<file path="src/rtl/hazard_fwd_ctrl.sv">
// hazard_fwd_ctrl: EX/MEM/WB destination shadow driving operand forwarding, load-use stall, bubble and flush.
// Defining HAZ_STALL_CNT_EN adds a saturating 16-bit stall_cnt output.
module hazard_fwd_ctrl #(
  parameter int REG_AW = 4,
  parameter bit R0_HARDWIRED = 1
) (
  input  logic              clk,
  input  logic              rst_n,
  input  logic              id_valid,
  input  logic [REG_AW-1:0] id_rs1,
  input  logic [REG_AW-1:0] id_rs2,
  input  logic              id_use_rs1,
  input  logic              id_use_rs2,
  input  logic [REG_AW-1:0] id_rd,
  input  logic              id_reg_wr,
  input  logic              id_is_load,
  input  logic              flush_in,
  input  logic              mem_busy,
  output logic [1:0]        fwd_a_sel,
  output logic [1:0]        fwd_b_sel,
  output logic              stall,
  output logic              bubble_ex,
  output logic              flush_id
`ifdef HAZ_STALL_CNT_EN
  ,
  output logic [15:0]       stall_cnt
`endif
);
  typedef struct packed {
    logic              v;
    logic [REG_AW-1:0] rd;
    logic              wr;
    logic              ld;
  } ent_t;
  ent_t ex, mem, wb;
  logic a_ex, a_mem, a_wb, b_ex, b_mem, b_wb, lu;
  function automatic logic hit(ent_t e, logic [REG_AW-1:0] s, logic u);
    return u && e.v && e.wr && e.rd == s && !(R0_HARDWIRED && e.rd == '0);
  endfunction
  assign a_ex  = id_valid && hit(ex,  id_rs1, id_use_rs1);
  assign a_mem = id_valid && hit(mem, id_rs1, id_use_rs1);
  assign a_wb  = id_valid && hit(wb,  id_rs1, id_use_rs1);
  assign b_ex  = id_valid && hit(ex,  id_rs2, id_use_rs2);
  assign b_mem = id_valid && hit(mem, id_rs2, id_use_rs2);
  assign b_wb  = id_valid && hit(wb,  id_rs2, id_use_rs2);
  // A load still in EX has no result yet, so its consumer reads 00 and waits a cycle.
  assign lu = (a_ex || b_ex) && ex.ld;
  assign fwd_a_sel = a_ex ? (ex.ld ? 2'b00 : 2'b01) : a_mem ? 2'b10 : a_wb ? 2'b11 : 2'b00;
  assign fwd_b_sel = b_ex ? (ex.ld ? 2'b00 : 2'b01) : b_mem ? 2'b10 : b_wb ? 2'b11 : 2'b00;
  assign stall     = mem_busy || (!flush_in && lu);
  assign bubble_ex = !mem_busy && (flush_in || lu);
  assign flush_id  = !mem_busy && flush_in;
  always_ff @(posedge clk or negedge rst_n) begin
    if (!rst_n) begin
      ex  <= '0;
      mem <= '0;
      wb  <= '0;
    end else if (!mem_busy) begin
      ex  <= bubble_ex ? '0 : {id_valid, id_rd, id_reg_wr, id_is_load};
      mem <= ex;
      wb  <= mem;
    end
  end
`ifdef HAZ_STALL_CNT_EN
  always_ff @(posedge clk or negedge rst_n) begin
    if (!rst_n) stall_cnt <= '0;
    else if (stall && stall_cnt != 16'hFFFF) stall_cnt <= stall_cnt + 16'd1;
  end
`endif
endmodule

</file>
<file path="config.mk">
export PLATFORM = sky130hd
export DESIGN_NAME = hazard_fwd_ctrl
export DESIGN_NICKNAME = d
export VERILOG_FILES = /design/src/rtl/hazard_fwd_ctrl.sv
export SDC_FILE = /design/constraint.sdc
export NUM_CORES = 1
export LEC_CHECK = 0
export CAP_MARGIN = 20
export CORE_ASPECT_RATIO = 0.5
export CORE_UTILIZATION = 44
export DETAILED_ROUTE_END_ITERATION = 16
export PLACE_DENSITY = 0.87
export SYNTH_ARGS = -nofsm -noshare
export SYNTH_HDL_FRONTEND = slang
export SYNTH_SLANG_ARGS = --single-unit
</file>
<file path="constraint.sdc">
create_clock -name clk -period 1.6 [get_ports clk]
set_input_delay 0.32 -clock clk [delete_from_list [all_inputs] [get_ports clk]]
set_output_delay 0.32 -clock clk [all_outputs]
set_load 0.1 [all_outputs]
</file>
==> metrics.cfg <==
[worst_setup_path]
worst-endpoint-arrival_ps=1910
reg_to_reg_slack_setup_ps=-370
worst_setup_path_end_kind=primary output
criticalPathCategory=flop to primary output
worstSetupStartpointType=flop
cp_data_required_time_ps=1280
cp_max_fo=4

[floorplanning]
die_height_um=38.5
floorplan.initialDensity=0.495
top_level_ports=28
die_width_um=75.1
dieArea_um2=2890
core_area_um2=2370
row_count=12

[detailed_routing]
detail_route.iter0.violations=32
detailroute.via_count=1130
drtPass1Iterations=4
detail_route.wl_per_cell_um=17.8
post_drt_via_cell_ratio=5.49
routed_wl_um=3670
drt.antenna.violating_nets=0
post-route-drc-count=0

[synthesis]
synth.area.top_cells=sky130_fd_sc_hd__dfrtp_1 40%, sky130_fd_sc_hd__xor2_1 13%, sky130_fd_sc_hd__mux2_2 12%
ys_seq_elements=19
synthMostInstantiatedCell=sky130_fd_sc_hd__dfrtp_1
synth_compound_area_frac=0.110
multiplexer_fraction_of_the_synthesized_cell_area=0.115
synth-main-ff-cell=sky130_fd_sc_hd__dfrtp_1
synth.lib_cells_used.distinct=22
ys_async_sr_fraction=1.00
synth.largest_area_cell=sky130_fd_sc_hd__dfrtp_1
yosysTopAreaCellShare=0.405
synthesis.instances=107
netlist_area_um2=1170
synth_seq_area_share=0.405
total_nets_after_synthesis=128
dominant_combinational_cell_family_by_area_after_synthesis=simple AND/OR/NAND/NOR gates
post_synth_and_or_nand_nor_area_fraction=0.182
syn_area_per_cell_um2=11.0
synth_top_cells_by_count=19 x sky130_fd_sc_hd__dfrtp_1, 18 x sky130_fd_sc_hd__xor2_1, 12 x sky130_fd_sc_hd__mux2_2
xor_xnor_share_of_the_synthesized_area=0.179
arithmetic_cell_share_of_the_synthesized_area_counting_full_adders_half_adders_and_majority_gates=0
synth_enable_flop_cells=0
yosysWarnings=0

[placement]
buffer_ports.inserted=27
dpl.hpwl_um=2750
globalplace.congestion=0.813

[timing]
finalCriticalPeriod_ps=2230
worst_hold_slack_ps=389
rsz0062_at_grt=true
finClkSkew_ps=1.17
post-route-period-util=1.39
fmax_ghz=0.448
final-hold-violation-count=0
layout_setup_ws_ps=-631
remaining_max_slew_budget_at_the_tightest_pin=0.656
worst_pin_slew_ps=514
report.final.slew_viol_count=0
setup_viol=13

[status]
run_status=finished, violations left
violations=setup timing

[power]
vdd.ir_drop.worst_uv=795
total_leakage_power_nw=0.899
pwr_density_cell_nw_per_um2=686

[layout]
count_of_nets_after_finishing=193
syn2layout_area_growth_pct=75.3
sequential_cell_area_um2=480
multi_input_area_um2=880
final.fill_count=123
postLayoutCoreUtil=0.868
antenna_fix_cells=0
final_layout_size_suffix_gt1_frac=0.532

[cts]
cts.htree.levels=1
cts_tree=yes
clock_sink_count=19
max-clock-path-buffers=2
worst_skew_pair.late_latency_ps=250
clockRootBuffer=sky130_fd_sc_hd__clkbuf_8
holdBufCountCts=0
clock_transition_at_the_registers_of_the_reported_paths_ps=70
cts_buffers=3

[global_route]
grt_usage=0.286
antenna_violations_before_repair=0
grt_pass1_wl_um=5630
first_global_vias=1190
grt_start_max_net_pins=20
grt_remaining_overflow=0

[flow_run]
maxCapViolCount=0

[worst_hold_path]
timing.hold.worst.class=input port to asynchronous set/reset pin

[path summary, 6_finish.rpt]
| path | startpoint | endpoint | cells after the start |
|---|---|---|---|
| worst max register to register | ex[3]$_DFFE_PN0N_ | ex[3]$_DFFE_PN0N_ | 8 |
| worst min register to register | wb[1]$_DFFE_PN0N_ | wb[1]$_DFFE_PN0N_ | 1 |
| min in group clk | wb[1]$_DFFE_PN0N_ | wb[1]$_DFFE_PN0N_ | 1 |
| max in group asynchronous | rst_n | ex[2]$_DFFE_PN0N_ | 2 |
| worst max-delay path | ex[3]$_DFFE_PN0N_ | bubble_ex | 6 |
| worst min-delay path | rst_n | wb[3]$_DFFE_PN0N_ | 2 |
[flip-flops by register name, summed over array words and instances (netlist names)]
register,count
mem,6
ex,7
wb,6
[power by group]
part | switching [mW] | internal [mW] | total, mW
clock network | 0.155 | 0.177 | 0.333
registers | 0.0678 | 0.534 | 0.602
logic | 0.230 | 0.249 | 0.479
[through the flow]
step	setup slack (ps)	power [mW]	area, um2	std cells	setup TNS, ps
after detailed placement	-698	1.03	1890	197	-7490
after CTS	-617	1.38	2020	204	-5000
after floorplan	-653	0.813	1280	107	-2870
final	-631	1.41	2060	206	-6040
after global routing	-685	1.46	2060	206	-6730
after global placement	-654	1.01	1890	197	-6610
[worst max-delay path: stages, from the launching register on]
cell                      delay (ps)
sky130_fd_sc_hd__dfrtp_2         460
sky130_fd_sc_hd__nor4_4          360
sky130_fd_sc_hd__buf_4           200
sky130_fd_sc_hd__nor4_4           40
sky130_fd_sc_hd__a22oi_4         310
sky130_fd_sc_hd__a21oi_4         100
sky130_fd_sc_hd__buf_12          170
[metal layers]
metal	global-route usage	wire, um
met1	0.334	1550
met2	0.545	1870
met3	0.0500	208
met4	0.0896	54
met5	0	0
[timing repair]
action / in CTS / in global routing
hold endpoints to repair: 0 / 0
pin swaps: 9 / 2
buffers inserted: 4 / 2
setup endpoints to repair: 13 / 14
resized for setup: 26 / 5
gates cloned: 0 / 0
[logic make-up (layout without fill, tap and decap cells)]
kind of cell    count (synthesis)  count (layout)
simple gates                   35              35
buf+inv                         3              67
flops                          19              19
mux                            12              12
compound gates                 14              14
xor+xnor                       24              24
[cells in the final DEF, fill, tap and decap left out, drive strengths merged, types with 6 or more instances in the layout]
| cell | count |
|---|---|
| buf | 42 |
| dfrtp | 19 |
| xor2 | 18 |
| mux2 | 12 |
| clkdlybuf4s50 | 11 |
| dlygate4sd2 | 9 |
| nor2 | 8 |
| a32o | 7 |
| xnor2 | 6 |
| nor4 | 6 |
| nand3 | 6 |
[layout make-up]
type / count / share of cell area
repair buffers: 62 / 0.295
well taps: 35 / 0.0213
multi-input cells: 85 / 0.427
clock buffers: 4 / 0.0219
inverters: 1 / 0.00182
flip-flops and latches: 19 / 0.233
(Power assumes the default switching activity.)
